--- config.mk ---
export PLATFORM = sky130hd
export DESIGN_NAME = dmem_arbiter
export DESIGN_NICKNAME = d
export VERILOG_FILES = /design/src/rtl/dmem_pkg.sv /design/src/rtl/dmem_rd_return.sv /design/src/rtl/dmem_arbiter.sv
export SDC_FILE = /design/constraint.sdc
export NUM_CORES = 1
export LEC_CHECK = 0
export ABC_AREA = 1
export CAP_MARGIN = 10
export CORE_ASPECT_RATIO = 1.5
export CORE_UTILIZATION = 33
export DETAILED_ROUTE_END_ITERATION = 12
export PLACE_DENSITY = 0.89
export SLEW_MARGIN = 10
export SYNTH_ARGS = -nofsm -noshare
export SYNTH_HDL_FRONTEND = slang
export SYNTH_SLANG_ARGS = --single-unit
--- constraint.sdc ---
create_clock -name clk -period 2.4 [get_ports clk]
set_input_delay 0.24 -clock clk [delete_from_list [all_inputs] [get_ports clk]]
set_output_delay 0.24 -clock clk [all_outputs]
set_load 0.02 [all_outputs]
--- src/rtl/dmem_pkg.sv ---
// Shared types and defaults for the data-memory arbiter.
package dmem_pkg;

    localparam int unsigned ADDR_W_DEF = 14;
    localparam int unsigned DATA_W_DEF = 8;
    localparam int unsigned CNT_W      = 4;

    typedef enum logic [1:0] {P_PRIO, H_FORCE, H_LOCKED} arb_state_t;
    typedef enum logic [1:0] {OWN_NONE, OWN_P, OWN_H} rd_owner_t;

    // Saturating increment so the starvation counter never wraps.
    function automatic logic [CNT_W-1:0] sat_inc(input logic [CNT_W-1:0] v);
        return (v == '1) ? v : v + 1'b1;
    endfunction

endpackage

--- src/rtl/dmem_rd_return.sv ---
// Read-return steering: remembers who issued last cycle's read and routes
// the RAM's one-cycle-late data to that requester only.
module dmem_rd_return
    import dmem_pkg::*;
#(
    parameter int unsigned DATA_W = DATA_W_DEF
) (
    input  logic              clk,
    input  logic              reset,
    input  logic              p_rd,
    input  logic              h_rd,
    input  logic [DATA_W-1:0] mem_rdata,
    output logic              p_rvalid,
    output logic [DATA_W-1:0] p_rdata,
    output logic              h_rvalid,
    output logic [DATA_W-1:0] h_rdata
);

    rd_owner_t owner;

    // Capture the owner of the read issued this cycle (at most one grant).
    always_ff @(posedge clk) begin
        if (reset)     owner <= OWN_NONE;
        else if (p_rd) owner <= OWN_P;
        else if (h_rd) owner <= OWN_H;
        else           owner <= OWN_NONE;
    end

    // Reset also masks a return already in flight so it is discarded.
    assign p_rvalid = (owner == OWN_P) && !reset;
    assign h_rvalid = (owner == OWN_H) && !reset;
    assign p_rdata  = p_rvalid ? mem_rdata : '0;
    assign h_rdata  = h_rvalid ? mem_rdata : '0;

endmodule

--- src/rtl/dmem_arbiter.sv ---
// Single-port data RAM arbiter: pipeline (P) has priority, host (H) gets a
// forced slot after STARVE_LIMIT denials and may lock the RAM for bursts.
module dmem_arbiter
    import dmem_pkg::*;
#(
    parameter int unsigned ADDR_W       = ADDR_W_DEF,
    parameter int unsigned DATA_W       = DATA_W_DEF,
    parameter int unsigned STARVE_LIMIT = 4
) (
    input  logic              clk,
    input  logic              reset,
    input  logic              p_req,
    input  logic              p_we,
    input  logic [ADDR_W-1:0] p_addr,
    input  logic [DATA_W-1:0] p_wdata,
    output logic              p_gnt,
    output logic              p_stall,
    output logic              p_rvalid,
    output logic [DATA_W-1:0] p_rdata,
    input  logic              h_req,
    input  logic              h_we,
    input  logic              h_lock,
    input  logic [ADDR_W-1:0] h_addr,
    input  logic [DATA_W-1:0] h_wdata,
    output logic              h_gnt,
    output logic              h_rvalid,
    output logic [DATA_W-1:0] h_rdata,
    output logic [ADDR_W-1:0] mem_addr,
    output logic [DATA_W-1:0] mem_wdata,
    output logic              mem_we,
    input  logic [DATA_W-1:0] mem_rdata
);

    // Counter value at which one more denial triggers the forced host slot.
    localparam logic [CNT_W-1:0] FORCE_AT = CNT_W'(STARVE_LIMIT - 1);

    arb_state_t       state, state_nx;
    logic [CNT_W-1:0] starve_cnt, starve_cnt_nx;
    logic             prio_rules;

    // Arbitration state and starvation counter.
    always_ff @(posedge clk) begin
        if (reset) begin
            state      <= P_PRIO;
            starve_cnt <= '0;
        end else begin
            state      <= state_nx;
            starve_cnt <= starve_cnt_nx;
        end
    end

    // Grant decision and next state; leaving H_LOCKED falls through to P_PRIO rules.
    always_comb begin
        state_nx      = state;
        starve_cnt_nx = starve_cnt;
        p_gnt         = 1'b0;
        h_gnt         = 1'b0;
        prio_rules    = 1'b0;
        case (state)
            H_FORCE: begin
                starve_cnt_nx = '0;
                if (h_req) begin
                    h_gnt    = 1'b1;
                    state_nx = h_lock ? H_LOCKED : P_PRIO;
                end else begin
                    p_gnt    = p_req;
                    state_nx = P_PRIO;
                end
            end
            H_LOCKED: begin
                if (h_req && h_lock) begin
                    h_gnt         = 1'b1;
                    starve_cnt_nx = '0;
                end else begin
                    prio_rules = 1'b1;
                end
            end
            default: prio_rules = 1'b1;
        endcase
        if (prio_rules) begin
            state_nx = P_PRIO;
            if (p_req) begin
                p_gnt = 1'b1;
                if (h_req) begin
                    starve_cnt_nx = sat_inc(starve_cnt);
                    if (starve_cnt >= FORCE_AT) state_nx = H_FORCE;
                end else begin
                    starve_cnt_nx = '0;
                end
            end else if (h_req) begin
                h_gnt         = 1'b1;
                starve_cnt_nx = '0;
                if (h_lock) state_nx = H_LOCKED;
            end else begin
                starve_cnt_nx = '0;
            end
        end
        if (reset) begin
            p_gnt = 1'b0;
            h_gnt = 1'b0;
        end
    end

    // RAM command follows whichever port won this cycle; idle bus is all zero.
    always_comb begin
        mem_addr  = '0;
        mem_wdata = '0;
        mem_we    = 1'b0;
        if (h_gnt) begin
            mem_addr  = h_addr;
            mem_wdata = h_wdata;
            mem_we    = h_we;
        end else if (p_gnt) begin
            mem_addr  = p_addr;
            mem_wdata = p_wdata;
            mem_we    = p_we;
        end
    end

    assign p_stall = p_req & ~p_gnt;

    dmem_rd_return #(.DATA_W(DATA_W)) u_rd_return (
        .clk       (clk),
        .reset     (reset),
        .p_rd      (p_gnt & ~p_we),
        .h_rd      (h_gnt & ~h_we),
        .mem_rdata (mem_rdata),
        .p_rvalid  (p_rvalid),
        .p_rdata   (p_rdata),
        .h_rvalid  (h_rvalid),
        .h_rdata   (h_rdata)
    );

endmodule

Word-level counts from Yosys, hierarchy flattened:

Index checks and enable logic that the tools add are counted.

* register bits after elaboration: 8
* input port bits: 59
* output and inout port bits: 44
* logic and storage cells: 64

* add/subtract/negate cells: 1
* order comparisons: 1
* eq/ne operators: 7
* mux-type cells: 37
* bitwise operators: 6
* reduce and logical (&&, ||, !) cells: 8

Operators by type and width (number)
* 8-bit 2-to-1 mux: 4
* 14-bit 2-to-1 mux: 2
* 4-bit 2-to-1 mux: 5
* 1-bit 2-to-1 mux: 17
* 2-bit 2-to-1 mux: 6
* 4-bit case mux with 2 select lines: 1
* 4-bit by 1-bit adder with 4-bit output (second input constant): 1
* 2-bit by 1-bit equality test with 1-bit output (second input constant): 2
* 2-bit equality test (second input constant): 2
* 4-bit equality test (second input constant): 1
* 4-bit by 2-bit >= comparator with 1-bit output (second input constant): 1
* 4-bit != test (second input constant): 1
* 1-bit case mux with 2 select lines: 2
* 1-bit bitwise AND: 3
* 1-bit logical AND: 3
* 3-bit != test (second input constant): 1
* 1-bit NOT: 3
* 3-bit AND reduction: 1
* 3-bit nonzero test: 1
* 2-bit nonzero test: 1
* 2-bit OR reduction: 1
* 1-bit logical NOT: 1

Longest topological paths before layout:

* depth after elaboration: 10
* mapped depth: 11

Hierarchy:

From an unflattened synthesis, not the netlist that was laid out.

* cells, all modules: 244
* area, all modules: 1207.4 µm²

Modules (own cells, without submodules)
* dmem_arbiter: times used 1, cells an instance 207, area an instance 1024.7 µm², seq. area each 120.1 µm²
* dmem_rd_return: times used 1, cells an instance 37, area an instance 182.7 µm², seq. area each 40.0 µm²

Worst setup path before layout:

OpenSTA, ideal clock, no wires.

* path type: register to output
* start: reg state[0]
* end: out p_stall
* arrival time: 1.467 ns
* slack: 0.693 ns
* stages on the path, launching flop included: 11
* path buffers: 1
* cells stage by stage: dfxtp_1 > inv_1 > ha_1 > inv_1 > nand2_1 > nand2_1 > nand2_1 > nand2_2 > buf_4 > inv_2 > nor2_1

* longest elaborated chain between the ends: 7
* elaborated cells on any way between the ends: 9
* classes of those cells: eq/ne (2); mux (5); bitwise (2)

Ends and longest elaborated chain
* start: declaration: line dmem_arbiter.sv:37 `arb_state_t state, state_nx;`
* start signal: assignment: line dmem_arbiter.sv:47 `state <= state_nx;`
* 2-bit by 1-bit equality test with 1-bit output: line dmem_arbiter.sv:59 `case (state)`
* 1-bit 2-to-1 mux: line dmem_arbiter.sv:59
* 1-bit 2-to-1 mux: line dmem_arbiter.sv:82 `if (p_req) begin`
* 1-bit 2-to-1 mux *: line dmem_arbiter.sv:80 `if (prio_rules) begin`
* 1-bit 2-to-1 mux *: line dmem_arbiter.sv:98 `if (reset) begin`
* net p_gnt: line dmem_arbiter.sv:16 `output logic p_gnt,`
* 1-bit NOT *: line dmem_arbiter.sv:120 `assign p_stall = p_req & ~p_gnt;`
* 1-bit bitwise AND *: line dmem_arbiter.sv:120
* end: declaration: line dmem_arbiter.sv:17 `output logic p_stall,`

Mark *: on every way through the listed nets, which the timed path passes. The rest lies on a longest branch.

Final worst setup path:

* start: reg state[0]
* end: out p_stall

* longest elaborated chain between the ends: 7
* elaborated cells on any way between the ends: 9
* classes of those cells: eq/ne (2); mux (5); bitwise (2)

Ends and longest elaborated chain (line)
* 2-bit by 1-bit equality test with 1-bit output: dmem_arbiter.sv:59
* 1-bit 2-to-1 mux: dmem_arbiter.sv:59
* 1-bit 2-to-1 mux: dmem_arbiter.sv:82
* 1-bit 2-to-1 mux *: dmem_arbiter.sv:80
* 1-bit 2-to-1 mux *: dmem_arbiter.sv:98
* 1-bit NOT *: dmem_arbiter.sv:120
* 1-bit bitwise AND *: dmem_arbiter.sv:120

Mark *: on every way between the ends. The rest lies on a longest branch, timed or not.

==> flow_summary.toml <==
[power]
fin_total_pwr_mw = 0.572
p_sw_mw = 0.176
p_leak_nw = 1.25
vdd_drop_max_uv = 347
clockPowerShare = 0.271
p_int_mw = 0.396
power_frac_seq = 0.241
switching_share = 0.308
p_comb_frac = 0.488
power.density_mw_per_mm2 = 259

[placed_design]
place_hpwl_um = 3230
place_inst = 359
globalplace.congestion = 0.857
port_buffers = 102

[yosys]
async_flop_share = 0
syn_area_mm2 = 0.00110
synth_fp_nets = 280
synth_cells = 218
synth_edf_count = 0
synth-seq-cells = 8
ys_types = 21
ys_seq_area_frac = 0.146
syn_area_per_cell_um2 = 5.03
synth_ff_type = "dfxtp_1"
yosys_warnings = 0

[clocking]
clock_latency_ps = 220
cts.clk_slew.worst_paths_ps = 40
clock-sinks = 8
clockRootBuffer = "clkbuf_8"
cts_tree = "built"
clockBufferDepth = 2
cts.htree.levels = 1
postCtsSetupBuffers = 0
cts-hold-fix-buffers = 0
cts_buffers = 3

[critical_path]
crit_slowest_cell = "clkdlybuf4s50_1"
crit_family = "buffers and inverters"
worstPathMaxFanout = 3
critical_path.max_stage_delay_ps = 610
path_class = "reg -> out"
critPathRequiredTime_ps = 2160
start_kind = "register"
path_buf_inv = 4
critPathCaptureType = "output pin"
crit_top_cell = "nand2_1"
cp.arrival_ps = 2040
crit_chain = "inv_1 -> ha_1 -> inv_1 -> nand2_1 -> nand2_1 -> nand2_1 -> nand2_2 -> inv_2 -> nor2_1 -> clkdlybuf4s50_1"

[sta]
finalSetupViolCount = 0
hold_viol = 0
drv_slew = 0
finalCriticalPeriod_ps = 2280
fmax_mhz = 439
final.setup.tns_ps = 0
fin_skew_ps = 4.09
period_share = 0.948
relSlewSlack = 0.765
rsz0062_at_grt = "no"
tightestPinTransition_ps = 352

[cells_and_area]
diodes = 0
syn_to_final_growth_pct = 101
final_nets = 386
fin_util = 0.698
post_route_cells_drive_above_1_share = 0.0590
instances_no_fill = 362
final_cell_mix = "78 x clkdlybuf4s50_1, 58 x nand2_1, 48 x nor2_1"
final_common_cell = "clkdlybuf4s50_1"

[grt]
use_met1 = 0.253
grt_util_met2 = 0.444
grt.met3_usage = 0.0292
overflow = 0
antenna_found_initial = 0
grt_pass1_wl_um = 6490
busiest_layer = "met2"
grt_pass1_vias = 1510
grt_max_degree = 25
groute.usage.overall = 0.227

[detailed_routing]
vias_per_cell = 4.44
ant_nets = 0
wl_um = 3980
dr.pass1.iters = 4
drc = 0
num_vias = 1606
drt_iter0_drc = 27
wl_per_cell_um = 11.0

[worst_hold_path]
worstHoldPathType = "reg -> reg"

[run]
drv_cap = 0

[die]
core_region_area_mm2 = 0.00316
rows = 25
dieArea_mm2 = 0.00356
die_y_um = 72.6
boundaryPins = 103
initial_core_util = 0.347
fp.dieW_um = 49.1

[outcome]
status = "finished clean"
-- area by class of cell --
class | instances | area, um2
Multi-Input combinational cell | 154 | 701
Timing Repair Buffer | 109 | 1070
Clock buffer | 3 | 41.3
Fill cell | 296 | 955
Inverter | 48 | 180
Tap cell | 40 | 50.0
Sequential cell | 8 | 160
-- worst min-delay path: cells and delay by family (launching register included) --
family,cells,cell delay (ps)
flops,1,320
simple gates,1,70
compound gates,1,50
-- final timing paths --
check,start,cells past startpoint,slack (ps),end
worst min-delay path,state[1],2,490,state[1]
worst min register to register,state[1],2,490,state[1]
worst max-delay path,state[0],10,120,p_stall
worst max register to register,state[1],9,900,u_rd_return.owner[1]
-- state kept, by name, summed over array words and instances, names as in the netlist --
register	count
starve_cnt	4
state	2
u_rd_return.owner	2
-- kinds of logic (layout without fill, tap and decap cells) --
logic type / Yosys count / count (layout) / synth area share
compound gates: 6 / 6 / 0.0297
xor+xnor: 1 / 1 / 0.00799
fa+ha+maj: 3 / 3 / 0.0343
buf+inv: 56 / 160 / 0.219
flops: 8 / 8 / 0.146
simple gates: 144 / 144 / 0.563
-- layer usage --
| metal | vias up | share of wire |
|---|---|---|
| met5 | - | 0 |
| li1 | 852 | - |
| met3 | 4 | 0.056 |
| met2 | 65 | 0.52 |
| met4 | 0 | 0.0088 |
| met1 | 685 | 0.42 |
-- timing repair --
action / CTS / global route
gates resized for setup: 23 / 2
setup endpoints to repair: 23 / 9
cloned: 0 / 0
-- Yosys cell counts, types with 3 or more instances --
cell,n,share of area
nand2_1,58,0.20
nor2_1,48,0.16
inv_1,46,0.16
nand3_1,27,0.12
dfxtp_1,8,0.15
buf_4,4,0.027
ha_1,3,0.034
nor3_1,3,0.014
o21ai_0,3,0.014
-- metrics by stage --
stage / cell area, um2 / setup WS (ps) / hold slack [ps]
2_1_floorplan: 1100 / 693 / 309
3_3_place_gp: 2180 / 85.5 / 484
3_5_place_dp: 2180 / 41.5 / 492
4_1_cts: 2200 / 58.1 / 498
5_1_grt: 2200 / 5.63 / 507
6_report: 2200 / 124 / 494
-- power groups by stage --
stage	clock network, mW	registers, mW	logic (mW)
final	0.155	0.138	0.279
after global routing	0.166	0.138	0.302
after CTS	0.161	0.138	0.280
after detailed placement	0	0.140	0.296
after global placement	0	0.140	0.294
after floorplan	0	0.139	0.120
No activity file was read; power rests on OpenSTA's default activity.
==> edit, RTL diff (same flow settings) <==
`DATA_W_DEF`: 8 -> 10.
--- a/src/rtl/dmem_pkg.sv
+++ b/src/rtl/dmem_pkg.sv
@@ -2,7 +2,7 @@
 package dmem_pkg;
 
     localparam int unsigned ADDR_W_DEF = 14;
-    localparam int unsigned DATA_W_DEF = 8;
+    localparam int unsigned DATA_W_DEF = 10;
     localparam int unsigned CNT_W      = 4;
 
     typedef enum logic [1:0] {P_PRIO, H_FORCE, H_LOCKED} arb_state_t;
Interface: changed (6 resized); port bits go from 103 to 115. The function was not compared with the original's and may differ.
==> edit against the original RTL <==
- worst hold slack worse by 5.1 ps
- non-clock buffer count is 12 higher
- critical path depth is 1 lower
- count of clock-buffer cells in the layout stayed put
- final area is 11% higher
- register-to-register slack better by 60 ps
- synthesized area is 5.7% higher
- combinational power is 11% higher
- setup slack better by 10 ps
- sequential cell count stayed put
- utilization is 2.3 points higher
- highest routed layer unchanged
- largest power group unchanged
- routed wire length is 9.0% higher
- largest cell class unchanged
- total power is 6.2% higher
==> edit: results (changes against the original RTL) <==
CTS
  • Clock tree buffer depth: 2 (unchanged)

Cells and area
  • Fill count: 297 (was 296)
  • Top Registers: starve_cnt (4), state (2), u_rd_return.owner (2) (unchanged)
  • Final nets: 420 (was 386)
  • Ant. Diodes: 0 (unchanged)
  • Layout cells sized above 1: 4.57% (was 5.90%)

Detailed routing
  • Initial drt markers: 30 (was 27)
  • Vias/cell: 4.51 (was 4.44)
  • Final wirelength: 4340 um (was 3980 um)
  • First-pass detailed-route iteration total: 5 (was 4)

Hold path
  • Worst Hold Class: flip-flop to flip-flop (unchanged)
  • Min-delay src: state[1]$_SDFFE_PP0P_ (unchanged)

Global route
  • Global-route wire length before repair: 6420 um (was 6490 um)
  • Total GRT Usage: 22.3% (was 22.7%)
  • Largest net degree at the start of global routing: 27 (was 25)
  • Vias in the first global route: 1449 (was 1510)

STA
  • Slew HR: 81.4% (was 76.5%)
  • Clock skew: 2.81 ps (was 4.09 ps)

Yosys
  • Post-synthesis sequential area ratio: 13.8% (was 14.6%)
  • Largest cells by area after synthesis: nand2_1 (20%), nor2_1 (18%), inv_1 (17%), dfxtp_1 (14%), nand3_1 (13%) (was nand2_1 (20%), nor2_1 (16%), inv_1 (16%), dfxtp_1 (15%), nand3_1 (12%))
  • Dominant synthesized flop cell: dfxtp_1 (unchanged)
  • Most common library cells after synthesis: nand2_1 (62), nor2_1 (55), inv_1 (51) (was nand2_1 (58), nor2_1 (48), inv_1 (46))
  • Asr flop ratio synth: 0% (unchanged)
  • Distinct cells, synth: 21 (unchanged)
  • Post-synth net total: 304 (was 280)

Placed design
  • # port buffers: 114 (was 102)
  • Sum of net half-perimeters after detailed placement: 3550 um (was 3230 um)
  • Gpl congestion: 0.823 (was 0.857)

Setup path
  • Arr. time, crit path: 2030 ps
  • CP Launch Point: state[0]$_SDFFE_PP0P_ (unchanged)
  • Crit path max fanout: 11 (was 3)

Run status
  • Outcome: complete, no violations (unchanged)

Pwr
  • LEAKAGE: 1.47 nW (was 1.25 nW)
  • Max VDD drop: 0.425 mV (was 0.347 mV)
-- edit: changes by cell type in the layout (fill, tap and decap cells not counted), moves of 4 or more --
cell,change
clkdlybuf4s50_1,+9
nor2_1,+7
dlygate4sd2_1,-7
nand2_1,+4
dlymetal6s2s_1,+10
inv_1,+5
-- edit: timing repair --
action / CTS / global route
gates resized for setup: 18 / 13
buffers inserted: 0 / 0
endpoints found under the setup margin: 25 / 13
hold buffers: 0 / 0
-- edit: layout make-up --
cell class / count / area, um^2 / share of cell area, %
timing repair buffer: 121 / 1230 / 50.3
multi-input combinational: 166 / 762 / 31.3
inverter: 52 / 195 / 8.01
sequential: 8 / 160 / 6.57
tap: 42 / 52.6 / 2.16
clock buffer: 3 / 41.3 / 1.69
-- edit: final timing paths --
check	to	slack, ps	cells after the start
worst max register to register	u_rd_return.owner[1]$_SDFF_PP0_	960	9
worst min-delay path	state[1]$_SDFFE_PP0P_	490	2
worst min register to register	state[1]$_SDFFE_PP0P_	490	2
worst max-delay path	p_gnt	130	9
-- edit: critical path: stages, from the launching register on --
cell             delay, ps
dfxtp_1                350
inv_1                   50
ha_1                   230
nand3_2                130
nand2_1                 60
nand2_1                 70
nand2_2                 50
buf_4                  170
inv_1                   80
clkdlybuf4s50_1        600
-- edit: per-stage QoR --
step | setup WS [ps] | cell area (um^2) | util [%] | TNS (ps) | instances
detailed placement | -46.8 | 2360 | 69.8 | -160 | 389
global placement | 15.7 | 2360 | 69.8 | 0 | 389
global route | 18.2 | 2440 | 72.0 | 0 | 392
finish | 135 | 2440 | 72.0 | 0 | 392
floorplan | 552 | 1160 | - | 0 | 236
CTS | 0.0455 | 2400 | 70.9 | 0 | 392
-- edit: report_power, final --
part	switching, W	internal (W)	total, W
clock	0.0000509	0.000108	0.000159
combinational	0.000141	0.000169	0.000310
sequential	0.00000204	0.000136	0.000138
total	0.000194	0.000413	0.000607
-- edit: layer usage --
metal / routed length, um / up-vias / global-route usage, %
met4: 48 / 0 / 8.33
met1: 1620 / 773 / 22.9
met2: 2420 / 67 / 43.6
met5: 0 / - / 0
li1: - / 923 / -
met3: 253 / 6 / 4.29
-- edit: cell families (layout without fill, tap and decap cells) --
| logic type | Yosys count | after routing | share of synthesized area [%] |
|---|---|---|---|
| simple gates | 156 | 156 | 56.7 |
| buf+inv | 62 | 176 | 22.7 |
| flops | 8 | 8 | 13.8 |
| compound gates | 6 | 6 | 2.81 |
| fa+ha+maj | 3 | 3 | 3.24 |
| xor+xnor | 1 | 1 | 0.756 |
